**src/rtl/regfile_bist_if.sv**
```systemverilog
// Test-master connection to the 8x8 register file: one write channel and
// two combinational read ports.
interface regfile_bist_if #(
  parameter int unsigned DW = 8,
  parameter int unsigned AW = 3
);
  logic          WEN;
  logic [AW-1:0] RW;
  logic [DW-1:0] busW;
  logic [AW-1:0] RX;
  logic [AW-1:0] RY;
  logic [DW-1:0] busX;
  logic [DW-1:0] busY;

  modport master (output WEN, RW, busW, RX, RY, input busX, busY);
  modport slave  (input WEN, RW, busW, RX, RY, output busX, busY);
endinterface

```
**src/rtl/regfile_bist.sv**
```systemverilog
// Register-file self-test: writes an LFSR pattern to all registers, reads it
// back on port X then port Y, and reports pass/fail and the first failure.
module regfile_bist #(
  parameter int unsigned DW = 8,
  parameter int unsigned AW = 3
) (
  input  logic           Clk,
  input  logic           rst_n,
  input  logic           start,
  input  logic           abort,
  input  logic [DW-1:0]  seed,
  regfile_bist_if.master rf,
  output logic           busy,
  output logic           done,
  output logic           pass,
  output logic [4:0]     err_count,
  output logic [AW-1:0]  fail_addr,
  output logic           fail_port
);

  localparam int unsigned NREG = 1 << AW;
  localparam logic [AW-1:0] LAST = AW'(NREG - 1);

  typedef enum logic [2:0] {
    S_IDLE,
    S_WRITE,
    S_READX,
    S_READY,
    S_DONE
  } state_t;

  state_t        state;
  logic [AW-1:0] idx;
  logic [DW-1:0] lfsr;
  logic [DW-1:0] seed_q;

  logic          chk_c;
  logic [DW-1:0] obs_c;
  logic [DW-1:0] exp_c;
  logic          miss_c;
  logic [DW-1:0] seed_c;

  // Taps fixed for the 8-bit pattern generator
  function automatic logic [DW-1:0] lfsr_step(input logic [DW-1:0] s);
    return {s[DW-2:0], s[7] ^ s[5] ^ s[4] ^ s[3]};
  endfunction

  // A zero seed would lock the LFSR, so it is replaced by 1
  always_comb begin
    seed_c = (seed == '0) ? DW'(1) : seed;
  end

  // Read-back comparison; register 0 must always read zero
  always_comb begin
    chk_c  = 1'b0;
    obs_c  = '0;
    if (state == S_READX) begin
      chk_c = 1'b1;
      obs_c = rf.busX;
    end else if (state == S_READY) begin
      chk_c = 1'b1;
      obs_c = rf.busY;
    end
    exp_c  = (idx == '0) ? '0 : lfsr;
    miss_c = chk_c && (obs_c != exp_c);
  end

  always_ff @(posedge Clk or negedge rst_n) begin
    if (!rst_n) begin
      state     <= S_IDLE;
      idx       <= '0;
      lfsr      <= DW'(1);
      seed_q    <= '0;
      rf.WEN    <= 1'b0;
      rf.RW     <= '0;
      rf.busW   <= '0;
      rf.RX     <= '0;
      rf.RY     <= '0;
      busy      <= 1'b0;
      done      <= 1'b0;
      pass      <= 1'b0;
      err_count <= '0;
      fail_addr <= '0;
      fail_port <= 1'b0;
    end else if (abort) begin
      // Abort drops the run but keeps the error record for inspection
      state   <= S_IDLE;
      idx     <= '0;
      rf.WEN  <= 1'b0;
      rf.RW   <= '0;
      rf.busW <= '0;
      rf.RX   <= '0;
      rf.RY   <= '0;
      busy    <= 1'b0;
      done    <= 1'b0;
      pass    <= 1'b0;
    end else begin
      if (miss_c) begin
        err_count <= err_count + 5'd1;
        if (err_count == '0) begin
          fail_addr <= idx;
          fail_port <= (state == S_READY);
        end
      end

      case (state)
        S_IDLE, S_DONE: begin
          if (start) begin
            state     <= S_WRITE;
            idx       <= '0;
            seed_q    <= seed_c;
            lfsr      <= lfsr_step(seed_c);
            rf.WEN    <= 1'b1;
            rf.RW     <= '0;
            rf.busW   <= seed_c;
            busy      <= 1'b1;
            done      <= 1'b0;
            pass      <= 1'b0;
            err_count <= '0;
            fail_addr <= '0;
            fail_port <= 1'b0;
          end
        end

        S_WRITE: begin
          if (idx == LAST) begin
            state   <= S_READX;
            idx     <= '0;
            lfsr    <= seed_q;
            rf.WEN  <= 1'b0;
            rf.RW   <= '0;
            rf.busW <= '0;
            rf.RX   <= '0;
            rf.RY   <= '0;
          end else begin
            idx     <= idx + 1'b1;
            rf.RW   <= idx + 1'b1;
            rf.busW <= lfsr;
            lfsr    <= lfsr_step(lfsr);
          end
        end

        S_READX: begin
          if (idx == LAST) begin
            state <= S_READY;
            idx   <= '0;
            lfsr  <= seed_q;
            rf.RX <= '0;
            rf.RY <= '0;
          end else begin
            idx   <= idx + 1'b1;
            rf.RX <= idx + 1'b1;
            lfsr  <= lfsr_step(lfsr);
          end
        end

        S_READY: begin
          if (idx == LAST) begin
            state <= S_DONE;
            idx   <= '0;
            rf.RY <= '0;
            busy  <= 1'b0;
            done  <= 1'b1;
            pass  <= (err_count == '0) && !miss_c;
          end else begin
            idx   <= idx + 1'b1;
            rf.RY <= idx + 1'b1;
            lfsr  <= lfsr_step(lfsr);
          end
        end

        default: state <= S_IDLE;
      endcase
    end
  end

endmodule

```
**src/flat_wrapper.sv**
```systemverilog
// flat-port wrapper written by rule: the top's interface ports become plain ports
module regfile_bist_flat 
#(
  parameter int unsigned DW = 8,
  parameter int unsigned AW = 3
)
  (Clk, rst_n, start, abort, seed, busy, done, pass, err_count, fail_addr, fail_port, rf_WEN, rf_RW, rf_busW, rf_RX, rf_RY, rf_busX, rf_busY);
  regfile_bist_if #(.DW(DW), .AW(AW)) rf_i ();
  input  logic Clk;
  input  logic rst_n;
  input  logic start;
  input  logic abort;
  input  logic [DW-1:0] seed;
  output logic busy;
  output logic done;
  output logic pass;
  output logic [4:0] err_count;
  output logic [AW-1:0] fail_addr;
  output logic fail_port;
  output wire logic [$bits(rf_i.WEN)-1:0] rf_WEN;
  output wire logic [$bits(rf_i.RW)-1:0] rf_RW;
  output wire logic [$bits(rf_i.busW)-1:0] rf_busW;
  output wire logic [$bits(rf_i.RX)-1:0] rf_RX;
  output wire logic [$bits(rf_i.RY)-1:0] rf_RY;
  input wire logic [$bits(rf_i.busX)-1:0] rf_busX;
  input wire logic [$bits(rf_i.busY)-1:0] rf_busY;
  assign rf_WEN = rf_i.WEN;
  assign rf_RW = rf_i.RW;
  assign rf_busW = rf_i.busW;
  assign rf_RX = rf_i.RX;
  assign rf_RY = rf_i.RY;
  assign rf_i.busX = rf_busX;
  assign rf_i.busY = rf_busY;
  regfile_bist #(.DW(DW), .AW(AW)) u_core (.Clk(Clk), .rst_n(rst_n), .start(start), .abort(abort), .seed(seed), .rf(rf_i), .busy(busy), .done(done), .pass(pass), .err_count(err_count), .fail_addr(fail_addr), .fail_port(fail_port));
endmodule
```
**config.mk**
```make
export PLATFORM = sky130hd
export DESIGN_NAME = regfile_bist_flat
export DESIGN_NICKNAME = d
export VERILOG_FILES = /design/src/rtl/regfile_bist_if.sv /design/src/rtl/regfile_bist.sv /design/src/flat_wrapper.sv
export SDC_FILE = /design/constraint.sdc
export NUM_CORES = 1
export LEC_CHECK = 0
export CAP_MARGIN = 10
export CORE_MARGIN = 4
export CORE_UTILIZATION = 52
export DETAILED_ROUTE_END_ITERATION = 10
export HOLD_SLACK_MARGIN = 0.12
export PLACE_DENSITY = 0.81
export SKIP_CTS_REPAIR_TIMING = 1
export SLEW_MARGIN = 20
export SYNTH_ARGS = -nofsm -noshare
export SYNTH_HDL_FRONTEND = slang
export SYNTH_SLANG_ARGS = --single-unit
```
**constraint.sdc**
```tcl
create_clock -name Clk -period 3.6 [get_ports Clk]
set_clock_uncertainty 0.1 [all_clocks]
set_input_delay 0.54 -clock Clk [delete_from_list [all_inputs] [get_ports Clk]]
set_output_delay 0.54 -clock Clk [all_outputs]
set_load 0.1 [all_outputs]
```
# Yosys cells after proc, flatten, opt, wreduce, memory -nomap -nowiden
# Cells that the tools add are included.
dict set report word_totals {
  input_bits 28
  wordCells 117
  ff_bits 52
}
dict set report op_classes {
  n_bitwise 7
  reduce_logical 25
  n_eq_ne 13
  addsub 2
  mux 55
}
# operator n
set ops {}
lappend ops {{8-bit 2-to-1 mux} 10}
lappend ops {{3-bit 2-to-1 mux} 16}
lappend ops {{3-bit one-hot mux with 2 select lines} 4}
lappend ops {{8-bit one-hot mux with 3 select lines} 1}
lappend ops {{3-bit nonzero test} 6}
lappend ops {{8-bit one-hot mux with 2 select lines} 1}
lappend ops {{1-bit 2-to-1 mux} 15}
lappend ops {{5-bit 2-to-1 mux} 3}
lappend ops {{3-bit one-hot mux with 4 select lines} 1}
lappend ops {{3-bit inequality test, second input constant} 3}
lappend ops {{3-bit AND reduction} 3}
lappend ops {{8-bit logical NOT} 1}
lappend ops {{8-bit inequality test} 1}
lappend ops {{1-bit one-hot mux with 2 select lines} 4}
lappend ops {{2-bit AND reduction} 4}
lappend ops {{4-bit AND reduction} 2}
lappend ops {{3-bit by 2-bit equality test with 1-bit output, second input constant} 2}
lappend ops {{3-bit equality test, second input constant} 2}
lappend ops {{3-bit logical NOT} 2}
lappend ops {{1-bit bitwise XOR} 6}
lappend ops {{5-bit by 1-bit adder with 5-bit output, second input constant} 1}
lappend ops {{5-bit logical NOT} 1}
lappend ops {{2-bit inequality test, second input constant} 2}
lappend ops {{2-bit OR reduction} 2}
lappend ops {{other kinds (8)} 9}

# Logic depth before layout (Yosys ltp)
dict set report logic_depth {
  depth_word 10
  ltp_mapped 11
}

# Worst setup path before layout
# OpenSTA, ideal clock, no wires.
dict set report synth_path {
  path_kind {reg2reg}
  startpoint {register u_core.idx[0]}
  endpoint {register u_core.fail_addr[2]}
  setup_slack_ns 1.067
  arrival_time_ns 2.308
  stages_incl_launch_ff 12
  t_required_ns 3.375
  n_path_buf 2
  cell_sequence {dfrtp_1 -> inv_1 -> ha_1 -> nand2b_1 -> buf_2 -> nand2_1 -> nor4b_1 -> o32ai_2 -> o21ai_2 -> or3b_1 -> buf_2 -> mux2_4}
}
dict set report synth_between {
  elab_chain_len 7
}
# item line_no
set synth_rtl {}
lappend synth_rtl {{from (decl)} regfile_bist.sv:33} ;# logic [AW-1:0] idx;
lappend synth_rtl {{from (signal assigned)} regfile_bist.sv:136} ;# idx <= idx + 1'b1;
lappend synth_rtl {{from (signal assigned)} regfile_bist.sv:151} ;# idx <= idx + 1'b1;
lappend synth_rtl {{from (signal assigned)} regfile_bist.sv:166} ;# idx <= idx + 1'b1;
lappend synth_rtl {{3-bit logical NOT (*)} regfile_bist.sv:64} ;# exp_c = (idx == '0) ? '0 : lfsr;
lappend synth_rtl {{8-bit 2-to-1 mux (*)} regfile_bist.sv:64}
lappend synth_rtl {{8-bit inequality test (*)} regfile_bist.sv:65} ;# miss_c = chk_c && (obs_c != exp_c);
lappend synth_rtl {{1-bit logical AND (*)} regfile_bist.sv:65}
lappend synth_rtl {{3-bit 2-to-1 mux (*)} regfile_bist.sv:98} ;# if (miss_c) begin
lappend synth_rtl {{3-bit 2-to-1 mux} regfile_bist.sv:108} ;# if (start) begin
lappend synth_rtl {{3-bit 2-to-1 mux (*)} regfile_bist.sv:106} ;# case (state)
lappend synth_rtl {{to (signal assigned)} regfile_bist.sv:101} ;# fail_addr <= idx;
lappend synth_rtl {{to (decl)} regfile_bist.sv:17} ;# output logic [AW-1:0] fail_addr,
# Every way passes the cells marked *; elsewhere a longest branch is shown, timed or not.
# A chain may end at the register's enable or synchronous reset.

# Worst setup path after layout
dict set report layout_path {
  startpoint {register u_core.state[1]}
  endpoint {register u_core.fail_addr[2]}
}
dict set report layout_between {
  elab_chain_len 8
  elab_cells_between_ends 14
  cone_classes {eq/ne (4); mux (7); reduce/logical (3)}
}
# item line_no
set layout_rtl {}
lappend layout_rtl {{from (decl)} regfile_bist.sv:32} ;# state_t state;
lappend layout_rtl {{from (signal assigned)} regfile_bist.sv:70} ;# state <= S_IDLE;
lappend layout_rtl {{from (signal assigned)} regfile_bist.sv:87} ;# state <= S_IDLE;
lappend layout_rtl {{from (signal assigned)} regfile_bist.sv:109} ;# state <= S_WRITE;
lappend layout_rtl {{3-bit by 2-bit equality test with 1-bit output} regfile_bist.sv:60} ;# end else if (state == S_READY) begin
lappend layout_rtl {{8-bit 2-to-1 mux} regfile_bist.sv:60}
lappend layout_rtl {{8-bit 2-to-1 mux} regfile_bist.sv:57} ;# if (state == S_READX) begin
lappend layout_rtl {{8-bit inequality test} regfile_bist.sv:65}
lappend layout_rtl {{1-bit logical AND} regfile_bist.sv:65}
lappend layout_rtl {{3-bit 2-to-1 mux} regfile_bist.sv:98}
lappend layout_rtl {{3-bit 2-to-1 mux} regfile_bist.sv:108}
lappend layout_rtl {{3-bit 2-to-1 mux (*)} regfile_bist.sv:106}
# Marks and branches as above.

==> summary.md <==
| Metric | Value |
|---|---|
| Status | complete, no violations |
| Synth warn | 0 |
| Initial antenna violation count | 0 |
| Power Density | 440.0 nW/µm² |
| Slew margin rel. | 34.50% |
| Hold_ws | 113.5 ps |
| Post-synthesis cell type count | 47 |
| DRT antenna net count | 0 |
| Area grow syn2layout | 23.59% |
| Fmax | 348.0 MHz |
| Placed cell count | 449 |
| Met3 Usage GRT | 6.311% |
| Most used DFF post-synth | dfrtp_1 |
| Share of post-route cells with drive strength above 1 | 9.351% |
| CTS Buffer Depth | 2 |
| FILL cells | 464 |
| Reg clk slew, reported paths | 100 ps |
| Global route overflow | 0 |
| TritonCTS clock tree | done |
| Period Utilization, post-route | 79.83% |
| GR Layer Usage met1 | 31.95% |
| PortBufs | 57 |
| First-pass GRT wire length | 13480 µm |
| Post-synthesis sequential area ratio | 42.33% |
| DR pass1 iterations | 5 |
| Total CTS buffers | 5 |
| Avg Cell Area, Syn | 9.130 µm² |
| WL final | 8014 µm |
| Die ar. | 7211 µm² |
| Nets | 417 |
| Synth async-reset ratio | 100.0% |
| Slowest stage delay, CP | 780 ps |
| # DRC | 0 |
| DR vias | 2784 |
| CP required | 3700 ps |
| Core Box Area | 5608 µm² |
| CP max stage cell | dfrtp_1 |
| Startpoint Class | register |
| Clock latency on the worst-skew pair | 320 ps |
| CP Capture Type | register |
| CP cell instances | nor2b_2 > nand2_1 > nor4b_1 > o32ai_2 > o21ai_2 > or3b_1 > mux2_4 |
| Ant. Diodes | 0 |
| Gr busiest metal | met2 |
| Synth Register Bits | 52 |
| Setup TNS | 0 ps |
| Peak supply drop | 0.4932 mV |
| Total track usage | 23.20% |
| Routability Congestion | 0.8814 |
| Leakage power | 1.590 nW |
| Cell accounting for the most synthesized area | dfrtp_1 |
| Fin. Hold Viols | 0 |
| Post-Layout Cell Count | 457 |
| H-Tree Depth | 2 |
| Synth top cells by count | 51 x dfrtp_1, 38 x a21oi_1, 36 x nand2_1 |
| Share of the synthesized area in the top cell type | 41.48% |
| Worst slew pin tran | 979.4 ps |
| Max-cap violations | 0 |
| I/O pin count | 58 |
| TritonCTS Sinks | 52 |
| EDFF count, synth | 0 |
| Initial DRC count | 360 |
| Sequential cell area | 1303 µm² |
| Hpwl dp | 5788 µm |
| Vias in the first global route | 2755 |
| Worst-path fanout max | 21 |
| Footprint of the multi-input gates | 1613 µm² |
| Die Ht | 84.92 µm |
| Worst path top cell family by delay | simple AND/OR/NAND/NOR gates |
| Kind of critical path | reg -> reg |
| Largest net degree at the start of global routing | 28 |
| Routed WL per cell | 17.54 µm |
| Met2 usage | 35.94% |
| Min-Delay Path Class | in -> async |
| Clock root cell | clkbuf_8 |
| Worst EP arrival | 2970 ps |
| Synth top area cells | dfrtp_1 41%, a21oi_1 6.2%, mux2i_1 6.2%, nand2_1 4.4%, mux2_2 2.9% |
| Final setup fails | 0 |
| Rows | 27 |
| Final Max Tran Viols | 0 |
| Mapped Cells | 337 |
| Final Critical Period | 2874 ps |
| Most frequent cell after synthesis | dfrtp_1 |
| DIE WIDTH | 84.92 µm |
| Worst path buffer plus inverter count | 0 |
| RSZ-0062 raised after global routing | false |
| Starting Density | 54.86% |
| Post-synthesis cell area | 3077 µm² |
| Syn_nets | 370 |
| DR vias/cell | 6.092 |
==> power by group <==
group          switching [W]  internal, W
clock               0.000201     0.000206
combinational       0.000343     0.000190
sequential         0.0000859     0.000648
==> registers in the layout, summed over array words and instances, names as in the netlist, 3 cells and up <==
register,count
u_core.rf.RX,3
u_core.err_count,5
u_core.state,3
u_core.fail_addr,3
u_core.rf.busW,8
u_core.rf.RY,3
u_core.rf.RW,3
u_core.idx,3
u_core.lfsr,8
u_core.seed_q,8
==> through the flow <==
stage               power, W  utilization [%]  setup WS, ps  instance area, µm²
global placement    0.001260            65.82         703.6                3691
floorplan           0.001112                -          1067                3077
CTS                 0.001671            67.80         740.4                3802
global route        0.001750            67.80         566.0                3802
detailed placement  0.001272            65.82         594.3                3691
finish              0.001673            67.80         726.3                3802
==> routing by layer <==
| metal | up-vias | routed length (µm) | part of all wire, % |
|---|---|---|---|
| li1 | 1313 | - | - |
| met1 | 1330 | 3490 | 44 |
| met2 | 127 | 3699 | 46 |
| met3 | 14 | 704 | 8.8 |
| met4 | 0 | 119 | 1.5 |
| met5 | - | 0 | 0 |
==> layout make-up <==
cell class / instances / share of cell area, %
timing repair buffer: 66 / 16.65
multi-input combinational: 245 / 42.42
clock inverter: 3 / 1.119
clock buffer: 5 / 1.810
sequential: 52 / 34.25
inverter: 14 / 1.382
tap: 72 / 2.369
==> path summary, 6_finish.rpt <==
| path | to | cells past startpoint | slack (ps) | start |
|---|---|---|---|---|
| worst max-delay path | u_core.fail_addr[2] | 7 | 730 | u_core.state[1] |
| worst min-delay path | u_core.seed_q[1] | 1 | 110 | rst_n |
| worst max register to register | u_core.fail_addr[2] | 7 | 730 | u_core.state[1] |
| min in group Clk | u_core.rf.RY[1] | 1 | 420 | u_core.rf.RY[1] |
| max in group asynchronous | u_core.rf.RY[1] | 2 | 2520 | rst_n |
| worst min register to register | u_core.rf.RY[1] | 1 | 420 | u_core.rf.RY[1] |
==> placed cells by master (no fill, tap or decap), drive strengths merged, types with 3 or more instances in the layout <==
cell           synthesis  layout
xor2                   5       5
o22ai                 10      10
a211oi                 8       8
o21ai                 17      17
a22o                   6       6
a31oi                  3       3
a21oi                 38      38
nor4b                  3       3
nand3                 12      12
ha                     5       5
mux2i                 19      19
or3b                   3       3
xnor2                  6       6
nand2                 36      36
and2                   3       3
buf                    7      10
o21a                   4       4
nor2                  17      17
mux2                   9       9
dfrtp                 51      51
nor4                   4       4
or3                    3       3
inv                   14      14
a221o                  6       6
nor2b                  4       4
clkbuf                19       5
nor3                   5       5
clkdlybuf4s50          0      56
==> kinds of logic (layout without fill, tap and decap cells) <==
group                    Yosys count  in the layout  synth area share [%]
flip-flops                        52             52                 42.33
adder cells (fa/ha/maj)            6              6                 2.359
buffers and inverters             40             88                 5.246
AO/OA/AOI/OAI                    102            102                 21.64
multiplexers                      28             28                 9.597
XOR/XNOR                          11             11                 3.131
AND/OR/NAND/NOR                   98             98                 15.70
==> worst register-to-register path, stage by stage (launching register included) <==
cell and delay [ps]:
dfrtp_1 780, nor2b_2 410, nand2_1 160, nor4b_1 370
o32ai_2 180, o21ai_2 200, or3b_1 240, mux2_4 320
Power figures use the tool's default switching activity.
